==> src/rtl/calc_pkg.sv <==
// Shared types for the RPN calculator front end: key words, job status codes
// and the job arbiter state encoding.
package calc_pkg;

    typedef enum logic [3:0] {
        NOP      = 4'h0,
        START    = 4'h1,
        ENTER    = 4'h2,
        ARITH_OP = 4'h3,
        DONE     = 4'h4
    } oper_t;

    typedef struct packed {
        oper_t       op;
        logic [15:0] payload;
    } keyIn_t;

    typedef enum logic [2:0] {
        ST_OK         = 3'd0,
        ST_STACK_OVF  = 3'd1,
        ST_UNEXP_DONE = 3'd2,
        ST_PROTO      = 3'd3,
        ST_DATA_OVF   = 3'd4,
        ST_TIMEOUT    = 3'd5,
        ST_BAD_START  = 3'd6,
        ST_INCORRECT  = 3'd7
    } calc_status_t;

    typedef enum logic [2:0] {
        S_IDLE   = 3'd0,
        S_STREAM = 3'd1,
        S_FLUSH  = 3'd2,
        S_WAIT   = 3'd3,
        S_RESP   = 3'd4
    } arb_state_t;

    localparam keyIn_t IDLE_KEY = '{op: NOP, payload: 16'h0};

endpackage

==> src/rtl/calc_rr_arbiter.sv <==
// Two-requester round-robin grant. The pointer names the favoured client and
// only moves when a job completes, so a grant holds for the whole job.
module calc_rr_arbiter (
    input  logic       clock,
    input  logic       reset,
    input  logic [1:0] req_i,
    input  logic       advance_i,
    input  logic       served_i,
    output logic       gnt_any_o,
    output logic       gnt_idx_o
);

    logic rr_q;
    logic rr_d;

    always_comb begin
        rr_d = advance_i ? ~served_i : rr_q;
    end

    always_ff @(posedge clock) begin
        if (reset) begin
            rr_q <= 1'b0;
        end else begin
            rr_q <= rr_d;
        end
    end

    assign gnt_any_o = |req_i;
    assign gnt_idx_o = req_i[rr_q] ? rr_q : ~rr_q;

endmodule

==> src/rtl/calc_job_arbiter.sv <==
// Whole-job arbiter in front of the RPN calculator: grants one client per job,
// forwards its words to `data`, and returns a one-cycle result/status response.
module calc_job_arbiter
    import calc_pkg::*;
#(
    parameter int TIMEOUT = 16
) (
    input  logic               clock,
    input  logic               reset,
    input  logic [1:0]         req_valid,
    input  keyIn_t [1:0]       req_key,
    output logic [1:0]         req_ready,
    output logic [1:0]         rsp_valid,
    output logic [15:0]        rsp_result,
    output calc_status_t       rsp_status,
    output keyIn_t             data,
    input  logic [15:0]        result,
    input  logic               finished,
    input  logic               correct,
    input  logic               stackOverflow,
    input  logic               unexpectedDone,
    input  logic               protocolError,
    input  logic               dataOverflow,
    output arb_state_t         dbg_state
);

    localparam int CW = $clog2(TIMEOUT + 1);

    arb_state_t   state_q;
    logic         gnt_q;
    logic [CW-1:0] cnt_q;
    calc_status_t status_q;
    keyIn_t       data_q;
    logic [1:0]   rsp_valid_q;
    logic [15:0]  rsp_result_q;
    calc_status_t rsp_status_q;

    logic         gnt_any, gnt_idx, cur_idx;
    keyIn_t       cur_key;
    logic         acc, acc_done, err_any, cnt_hit, fin;
    calc_status_t err_st, fin_status;
    logic [15:0]  fin_result;

    calc_rr_arbiter u_rr (
        .clock     (clock),
        .reset     (reset),
        .req_i     (req_valid),
        .advance_i (state_q == S_RESP),
        .served_i  (gnt_q),
        .gnt_any_o (gnt_any),
        .gnt_idx_o (gnt_idx)
    );

    // In IDLE the candidate comes from the arbiter; afterwards the job owner is fixed.
    always_comb begin
        cur_idx   = (state_q == S_IDLE) ? gnt_idx : gnt_q;
        cur_key   = req_key[cur_idx];
        req_ready = '0;
        case (state_q)
            S_IDLE:            req_ready[gnt_idx] = gnt_any;
            S_STREAM, S_FLUSH: req_ready[gnt_q]   = 1'b1;
            default:           ;
        endcase
        acc      = req_valid[cur_idx] & req_ready[cur_idx];
        acc_done = acc && (cur_key.op == DONE);
        err_any  = stackOverflow | dataOverflow | protocolError | unexpectedDone;
        if (stackOverflow)      err_st = ST_STACK_OVF;
        else if (dataOverflow)  err_st = ST_DATA_OVF;
        else if (protocolError) err_st = ST_PROTO;
        else                    err_st = ST_UNEXP_DONE;
        cnt_hit = (cnt_q == CW'(TIMEOUT));
    end

    // Conditions that end the job this cycle and what the response carries.
    always_comb begin
        fin        = 1'b0;
        fin_status = status_q;
        fin_result = '0;
        case (state_q)
            S_IDLE: begin
                if (acc && cur_key.op != START) begin
                    fin        = 1'b1;
                    fin_status = ST_BAD_START;
                end
            end
            S_STREAM: begin
                if (err_any && acc_done) begin
                    fin        = 1'b1;
                    fin_status = err_st;
                end
            end
            S_FLUSH: fin = acc_done;
            S_WAIT: begin
                if (err_any) begin
                    fin        = 1'b1;
                    fin_status = err_st;
                end else if (finished) begin
                    fin        = 1'b1;
                    fin_status = correct ? ST_OK : ST_INCORRECT;
                    fin_result = result;
                end else if (cnt_hit) begin
                    fin        = 1'b1;
                    fin_status = ST_TIMEOUT;
                end
            end
            default: ;
        endcase
    end

    always_ff @(posedge clock) begin
        if (reset) begin
            state_q      <= S_IDLE;
            gnt_q        <= 1'b0;
            cnt_q        <= '0;
            status_q     <= ST_OK;
            data_q       <= IDLE_KEY;
            rsp_valid_q  <= '0;
            rsp_result_q <= '0;
            rsp_status_q <= ST_OK;
        end else begin
            data_q      <= IDLE_KEY;
            rsp_valid_q <= '0;
            if ((state_q == S_IDLE && acc && cur_key.op == START) ||
                (state_q == S_STREAM && acc)) begin
                data_q <= cur_key;
            end
            if (fin) begin
                rsp_valid_q[cur_idx] <= 1'b1;
                rsp_status_q         <= fin_status;
                rsp_result_q         <= fin_result;
                state_q              <= S_RESP;
            end
            case (state_q)
                S_IDLE: begin
                    if (acc) begin
                        gnt_q <= cur_idx;
                        cnt_q <= '0;
                        if (!fin) state_q <= S_STREAM;
                    end
                end
                S_STREAM: begin
                    cnt_q <= acc ? '0 : cnt_q + CW'(1);
                    if (!fin) begin
                        if (err_any) begin
                            status_q <= err_st;
                            state_q  <= S_FLUSH;
                        end else if (acc_done) begin
                            state_q <= S_WAIT;
                        end else if (!acc && cnt_hit) begin
                            status_q <= ST_TIMEOUT;
                            state_q  <= S_FLUSH;
                        end
                    end
                end
                S_WAIT:  cnt_q   <= cnt_q + CW'(1);
                S_RESP:  state_q <= S_IDLE;
                default: ;
            endcase
        end
    end

    assign data       = data_q;
    assign rsp_valid  = rsp_valid_q;
    assign rsp_result = rsp_result_q;
    assign rsp_status = rsp_status_q;
    assign dbg_state  = state_q;

endmodule

==> config.mk <==
export PLATFORM = sky130hd
export DESIGN_NAME = calc_job_arbiter
export DESIGN_NICKNAME = d
export VERILOG_FILES = /design/src/rtl/calc_pkg.sv /design/src/rtl/calc_rr_arbiter.sv /design/src/rtl/calc_job_arbiter.sv
export SDC_FILE = /design/constraint.sdc
export NUM_CORES = 1
export LEC_CHECK = 0
export ABC_AREA = 1
export CAP_MARGIN = 15
export CORE_ASPECT_RATIO = 1.25
export CORE_MARGIN = 3
export CORE_UTILIZATION = 42
export DETAILED_ROUTE_END_ITERATION = 12
export GPL_TIMING_DRIVEN = 1
export PLACE_DENSITY = 0.81
export SETUP_SLACK_MARGIN = 0.15
export SYNTH_ARGS = -nofsm -noshare
export SYNTH_HDL_FRONTEND = slang
export SYNTH_SLANG_ARGS = --single-unit
==> constraint.sdc <==
create_clock -name clock -period 2.27 [get_ports clock]
set_clock_uncertainty 0.05 [all_clocks]
set_input_delay 0.681 -clock clock [delete_from_list [all_inputs] [get_ports clock]]
set_output_delay 0.681 -clock clock [all_outputs]
set_load 0.01 [all_outputs]
==> metrics.md, run 1 <==
| Metric | Value |
|---|---|
| RSZ-0062 raised after global routing | `true` |
| Post-Synthesis Cell Area | `2480 µm²` |
| Per-cell routed wire length | `15.5 µm` |
| Worst path cell trace | `inv_2, nand2_4, nor2_4, nand2_4, nand2_8, nand2_2, nand2_2, nand2_2, nor2_4, nand4_1, nand2_4, nor2_8, inv_4, nand2_4, inv_2, nand2_1, nand2_1` |
| Highest clock rate | `about 450 MHz` |
| Gr busiest metal | `met2` |
| Share of cells above drive strength 1 | `a little over a quarter` |
| First drt pass iteration count | `5` |
| Pre-CTS WS | `-0.624 ns` |
| Syn Inst Count | `about 360` |
| Slowest stage delay, CP | `~0.37 ns` |
| Initial antenna violation count | `0` |
| First-pass GRT wire length | `between 10000 and 15000 µm` |
| Worst hold endpoint | `rsp_result[4]` |
| Flop-to-flop setup slack | `around 0.046 ns` |
| Total track usage | `23.7%` |
| Via count | `about 3000` |
| FF+latch area | `~1100 µm²` |
| Die width | `around 75 µm` |
| Clock sink count | `54` |
| Cell taking the most area after synthesis | `dfxtp_1` |
| R2r startpoint | `dbg_state[2]` |
| Worst-Margin Slew | `just under 0.3 ns` |
| Outcome | `finished, final reports clean` |
| Dominant synthesized flop cell | `dfxtp_1` |
| R2R cell count | `17` |
| Reg clk slew, reported paths | `0.10 ns` |
| Most used cell, CP | `nand2_4` |
| Worst-Skew Late Latency | `between 0.3 and 0.4 ns` |
| Diode count | `0` |
| Slew Viols, Final | `0` |
| Post-synth EDFFs | `0` |
| Area contributors post-synth | `dfxtp_1 44%, nand2_1 20%, a21oi_1 7.3%, nand3_1 3.6%, inv_1 3.6%` |
| Root Driver | `clkbuf_8` |
| CTS buffer count | `5` |
| Synth unique cells | `29` |
| Area Overhead vs Synth | `79.0%` |
| Worst Hold Class | `reg -> reg` |
| Critical Path End Type | `flip-flop` |
| Pleak | `around 1.9 nW` |
| Max VDD drop | `0.616 mV` |
| Core area | `between 5000 and 6000 µm²` |
| Worst Path Required | `between 2 and 2.5 ns` |
| Register area share after synthesis | `a little over two fifths` |
| Pin count of the biggest net entering global routing | `18` |
| Post-DR vias/cell | `5.19` |
| Critical Path AT | `2.44 ns` |
| Placement Rows | `30` |
| Routability Congestion | `0.914` |
| Slowest CP cell | `dfxtp_4` |
| Syn_nets | `roughly 420` |
| GR Overflow Total | `0` |
| Global routing met3 resource utilization | `5.59%` |
| Fillers | `roughly 370` |
| Final Hold Fails | `0` |
| Final setup viols | `0` |
| I/O pins | `roughly 110` |
| MaxCap Viol Count | `0` |
| Post-CTS Hold Fix Bufs | `0` |
| PD cells | `1080 nW/µm²` |
| Fin crit share | `a little over nine tenths` |
| Antenna-violating nets left | `0` |
| Syn avg cell area | `approximately 7.0 µm²` |
| Initial cell density of the core | `around 44%` |
| Multi-input logic area | `approximately 1500 µm²` |
| Synthesis Warnings | `0` |
| Drt total wl | `roughly 9100 µm` |
| Total Die Area | `~6900 µm²` |
| Rel. slew slack | `80.0%` |
| Vias in the first global route | `around 2800` |
| DRC viols | `0` |
| Post-synth top area share | `a little over two fifths` |
| Die H | `92.0 µm` |
| R2R Path End | `rsp_status[1]` |
| #FFs+latches synth | `54` |
| DP HPWL | `just over 6000 µm` |
| Crit path launch type | `flip-flop` |
| Hold depth | `2` |
| Critical-path maximum fanout | `7` |
| CTS tree | `built` |
| Detailed Route Iter0 Violations | `180` |
| Port bufs | `roughly 110` |
| CTS max path bufs | `2` |
| Hold Startpoint | `rsp_result[4]` |
| Final min period | `approximately 2.2 ns` |
| Critical path class | `reg -> reg` |
| WHS | `0.410 ns` |
| Final worst setup slack | `between 0.04 and 0.05 ns` |
| Met2 global-route usage | `between 40% and 50%` |
| Final Net Count | `roughly 600` |
| H-tree depth | `2` |
| Met1 usage | `around 25%` |
| Async set-reset flop share out of synthesis | `0%` |
Yosys cell counts (2+ instances only):
library cell and instances:
nand2_1 130, dfxtp_1 54, a21oi_1 36, inv_1 24, nor2_1 22, nand3_1 18, inv_2 9, nand2_2 8
o21ai_1 8, o21ai_0 7, nand4_1 6, clkbuf_1 5, nand2_4 4, nand3b_1 3, nor2_2 3, buf_6 2
clkinv_1 2, ha_1 2, nand3_2 2, o211ai_1 2
state kept, by name (all words and copies together) (netlist names):
name	flops
cnt_q	5
data	20
dbg_state	3
gnt_q	1
rsp_result	16
rsp_status	3
rsp_valid	2
status_q	3
u_rr.rr_q	1
per-stage QoR:
step	std cells	instance area (µm²)	setup TNS (ns)	utilization, %	power [mW]
floorplan	356	2480	0	-	2.32
global placement	561	3920	-24.54	70.0	3.18
detailed placement	561	3920	-27.28	70.0	3.23
CTS	578	4170	0	74.5	4.16
global route	585	4450	-1.16	79.5	5.02
finish	585	4450	0	79.5	4.78
how the worst max path moves through the flow:
| stage | end | slack (ns) | startpoint |
|---|---|---|---|
| 6_report | rsp_status[1] | 0.05 | dbg_state[2] |
| 2_1_floorplan | rsp_status[0] | 0.17 | req_valid[1] |
| 5_1_grt | status_q[0] | -0.08 | req_valid[0] |
| 3_5_place_dp | req_ready[1] | -0.62 | req_valid[0] |
| 4_1_cts | rsp_status[0] | 0.13 | dbg_state[1] |
| 3_3_place_gp | req_ready[1] | -0.58 | req_valid[0] |
layout by cell type, fill, tap and decap left out, types with 5 or more instances in the layout:
cell,Yosys,final
a21oi_1,36,33
buf_4,0,46
buf_6,2,9
clkbuf_8,0,5
clkdlybuf4s50_1,0,103
dfxtp_1,54,51
inv_1,24,21
inv_2,9,8
nand2_1,130,108
nand2_2,8,17
nand2_4,4,15
nand3_1,18,13
nand3_2,2,5
nand4_1,6,6
nor2_1,22,17
nor2_4,1,5
o21ai_0,7,5
o21ai_1,8,8
logic make-up (layout without fill, tap and decap cells):
logic type / count (synthesis) / in the layout / share of synthesized area (%)
AO/OA/AOI/OAI: 54 / 54 / 11.1
XOR/XNOR: 2 / 2 / 0.705
adder cells (fa/ha/maj): 2 / 2 / 1.01
buffers and inverters: 43 / 207 / 7.15
flip-flops: 54 / 54 / 43.5
AND/OR/NAND/NOR: 201 / 202 / 36.5
power breakdown:
part	switching, mW	internal (mW)	total (mW)
Sequential	0.0760	1.06	1.14
Clock	0.332	0.328	0.660
Combinational	1.66	1.32	2.99
final cells by class:
class / instances / share of cell area (%)
clock buffers: 5 / 1.55
well taps: 64 / 1.80
inverters: 35 / 3.18
clock inverters: 3 / 1.01
flip-flops and latches: 54 / 24.5
multi-input cells: 260 / 33.6
repair buffers: 164 / 34.3
timing repair:
action / CTS / global route
resized for setup: 50 / 58
pin swaps: 14 / 28
endpoints found under the hold margin: 0 / 0
buffers inserted: 7 / 7
setup endpoints to repair: 56 / 53
cloned: 2 / 0
per-layer routing:
| metal | wire, µm | vias up | share of wire [%] |
|---|---|---|---|
| met5 | 0 | - | 0 |
| met4 | 385 | 0 | 4.2 |
| met3 | 873 | 40 | 9.6 |
| met2 | 4570 | 172 | 50 |
| met1 | 3240 | 1362 | 36 |
| li1 | - | 1462 | - |
critical path, delay by kind of cell (launching register included):
kind	cells	cell delay (ns)
and+or+nand+nor	14	1.52
DFF	1	0.37
buffers and inverters	3	0.25
(Power assumes the default switching activity.)
==> inputs of run 2 (changes only) <==
--- a/config.mk
+++ b/config.mk
@@ -7,12 +7,14 @@
 export LEC_CHECK = 0
 export ABC_AREA = 1
 export CAP_MARGIN = 15
+export CELL_PAD_IN_SITES_DETAIL_PLACEMENT = 2
+export CELL_PAD_IN_SITES_GLOBAL_PLACEMENT = 2
 export CORE_ASPECT_RATIO = 1.25
 export CORE_MARGIN = 3
-export CORE_UTILIZATION = 42
+export CORE_UTILIZATION = 21
 export DETAILED_ROUTE_END_ITERATION = 12
 export GPL_TIMING_DRIVEN = 1
-export PLACE_DENSITY = 0.81
+export PLACE_DENSITY_LB_ADDON = 0.1
 export SETUP_SLACK_MARGIN = 0.15
 export SYNTH_ARGS = -nofsm -noshare
 export SYNTH_HDL_FRONTEND = slang
==> constraint.sdc (replaced) <==
create_clock -name clock -period 2.1 [get_ports clock]
set_clock_uncertainty 0.05 [all_clocks]
set_input_delay 0.63 -clock clock [delete_from_list [all_inputs] [get_ports clock]]
set_output_delay 0.63 -clock clock [all_outputs]
set_load 0.01 [all_outputs]
==> run 2 against run 1 <==
Effect of this change: via count is 0.43% lower; critical path type is now in -> out; first-iteration DRC count fell by 40%; the flow now finishes with violations (negative setup slack); design area rose by 11%; largest power group unchanged.
==> metrics.md, run 2 (same netlist as run 1, synthesis figures left out) <==
| Metric | Value |
|---|---|
| Most common cell after layout, fill and taps aside | `clkdlybuf4s50_1` |
| Worst-Skew Late Latency | `0.30 ns (about the same)` |
| Initial antenna violation count | `0 (unchanged)` |
| Highest clock rate | `roughly 440 MHz` |
| H-tree depth | `2 (unchanged)` |
| Drt total wl | `11000 µm (+21%)` |
| Die width | `103 µm (+38%)` |
| MaxCap Viol Count | `0 (unchanged)` |
| Final min period | `between 2 and 2.5 ns` |
| Reg clk slew, reported paths | `0.08 ns (-0.02 ns)` |
| Die H | `128 µm (+39%)` |
| Pin count of the biggest net entering global routing | `21 (+3)` |
| Slowest CP cell | `o21ai_4` |
| Fin crit share | `107%` |
| P_sw | `2.50 mW (+21%)` |
| Utilization after layout | `43.4% (-36 points)` |
| Core area | `11400 µm² (+100%)` |
| Gate power share | `62.2% (-0.3 points)` |
| Most frequent cells in the layout | `97 x clkdlybuf4s50_1, 95 x nand2_1, 53 x buf_4, 51 x dfxtp_1, 27 x nand2_2` |
| First-pass GRT wire length | `16100 µm (+26%)` |
| Worst-Margin Slew | `0.310 ns (+0.0118 ns)` |
| Diode count | `0 (unchanged)` |
| Setup TNS | `-3.03 ns (-3.03 ns)` |
| Post-DR vias/cell | `4.37 (-16%)` |
| Area Overhead vs Synth | `98.5%` |
| CTS buffer count | `5 (unchanged)` |
| Per-cell routed wire length | `15.9 µm (+2.3%)` |
| Routability Congestion | `0.790 (-14%)` |
| Post-CTS Hold Fix Bufs | `0 (unchanged)` |
| Slowest stage delay, CP | `0.19 ns (-0.18 ns)` |
| Root Driver | `clkbuf_16` |
| Final worst setup slack | `-0.156 ns (-0.202 ns)` |
| Max VDD drop | `0.433 mV (-30%)` |
| Detailed Route Iter0 Violations | `108 (-40%)` |
| Critical Path AT | `1.58 ns (-0.86 ns)` |
| Total Die Area | `13200 µm² (+92%)` |
| Vias in the first global route | `3336 (+18%)` |
| Final Hold Fails | `0 (unchanged)` |
| DRC viols | `0 (unchanged)` |
| Critical Path End Type | `output port` |
| Sequential power share | `22.1% (-1.6 points)` |
| Worst Path Required | `1.42 ns (-1.07 ns)` |
| Crit path max-delay family | `buffers and inverters` |
| Via count | `3023 (-0.43%)` |
| Worst Hold Class | `reg -> reg` |
| PD cells | `1140 nW/µm² (+6.3%)` |
| Pleak | `2.13 nW (+11%)` |
| Port bufs | `111 (unchanged)` |
| CTS max path bufs | `2 (unchanged)` |
| CTS tree | `built` |
| Sw Share | `44.3% (+0.99 points)` |
| Clock power frac | `15.8% (+2.0 points)` |
| Critical-path maximum fanout | `2 (-5)` |
| Final Net Count | `601 (+2.2%)` |
| Placement Rows | `43 (+43%)` |
| Worst path cell trace | `buf_6, buf_8, inv_12, nand2_4, nand2_4, buf_4, buf_4, o21ai_4, buf_6` |
| RSZ-0062 raised after global routing | `true` |
| Clock sink count | `54 (unchanged)` |
| WHS | `0.406 ns (-0.00415 ns)` |
| Initial cell density of the core | `21.9% (-23 points)` |
| Critical path class | `in -> out` |
| GR Overflow Total | `0 (unchanged)` |
| Placed cells | `665 (+19%)` |
| Slew Viols, Final | `0 (unchanged)` |
| Final setup viols | `48 (+48)` |
| Post-route insts no fill | `691 (+18%)` |
| CP Buf/Inv Count | `6 (+3)` |
| Rel. slew slack | `79.3% (-0.78 points)` |
| DP HPWL | `7510 µm (+24%)` |
| Total track usage | `15.2% (-8.5 points)` |
| First drt pass iteration count | `4 (-1)` |
| Crit path launch type | `input port` |
| P_int | `3.14 mW (+16%)` |
| Failing checks | `negative setup slack` |
| Outcome | `finished, violations left` |
| Antenna-violating nets left | `0 (unchanged)` |
| I/O pins | `112 (unchanged)` |
| Share of cells above drive strength 1 | `36.3% (+9.5 points)` |
| Max FFs per register | `20 (unchanged)` |
==> run 2: final timing paths <==
path / start / slack, ns / cells after the start / end
min: rsp_status[0] / 0.41 / 2 / rsp_status[0]
min reg2reg: rsp_status[0] / 0.41 / 2 / rsp_status[0]
max reg2reg: dbg_state[2] / -0.07 / 15 / dbg_state[0]
max: req_valid[1] / -0.16 / 9 / req_ready[1]
==> run 2: power groups by stage <==
stage / registers, mW / clock network, mW / logic (mW)
after global routing: 1.26 / 0.964 / 3.82
after floorplan: 1.27 / 0 / 1.28
after detailed placement: 1.24 / 0 / 2.55
final: 1.25 / 0.889 / 3.51
after global placement: 1.23 / 0 / 2.49
after CTS: 1.24 / 0.927 / 2.94
==> run 2: layout make-up <==
type                       instances  area, µm²
clock buffer                       5        125
clock inverter                     3       28.8
tap                              157        196
timing repair inverter             1       6.26
multi-input combinational        259       1640
fill                            1261       6420
sequential                        54       1090
timing repair buffer             177       1690
inverter                          35        156
==> run 2: what timing repair did <==
item | 4_1_cts | 5_1_grt
setup endpoints to repair | 57 | 55
resized for setup | 73 | 85
pin swaps | 23 | 27
cloned | 1 | 2
setup buffers | 9 | 6
==> run 2: per-stage QoR <==
step | power (mW) | area (µm²) | worst slack, ns
after detailed placement | 3.79 | 4160 | -0.844
after floorplan | 2.55 | 2530 | 0.113
after CTS | 5.10 | 4550 | -0.0339
after global routing | 6.05 | 4930 | -0.248
after global placement | 3.72 | 4160 | -0.776
final | 5.64 | 4930 | -0.156
==> run 2: worst reg2reg max path, cell delays in order, from the launching register on <==
cell and delay [ns]:
dfxtp_4 0.38, nor2_4 0.17, nand2_4 0.11, nand2_8 0.10, nand2_8 0.08, nand2_2 0.08, nand2_2 0.07, buf_6 0.12
nand2_4 0.06, nor2_4 0.05, nand4_1 0.11, nand2_2 0.10, nor2_8 0.23, nand2_4 0.13, buf_6 0.14, a31oi_1 0.12
==> run 2: per-layer routing <==
layer / GRT usage (%) / up-vias / routed length, µm
met4: 3.66 / 0 / 231
met2: 28.4 / 91 / 5870
met3: 3.28 / 15 / 516
met1: 17.2 / 1432 / 4340
met5: 0 / - / 0
li1: - / 1485 / -
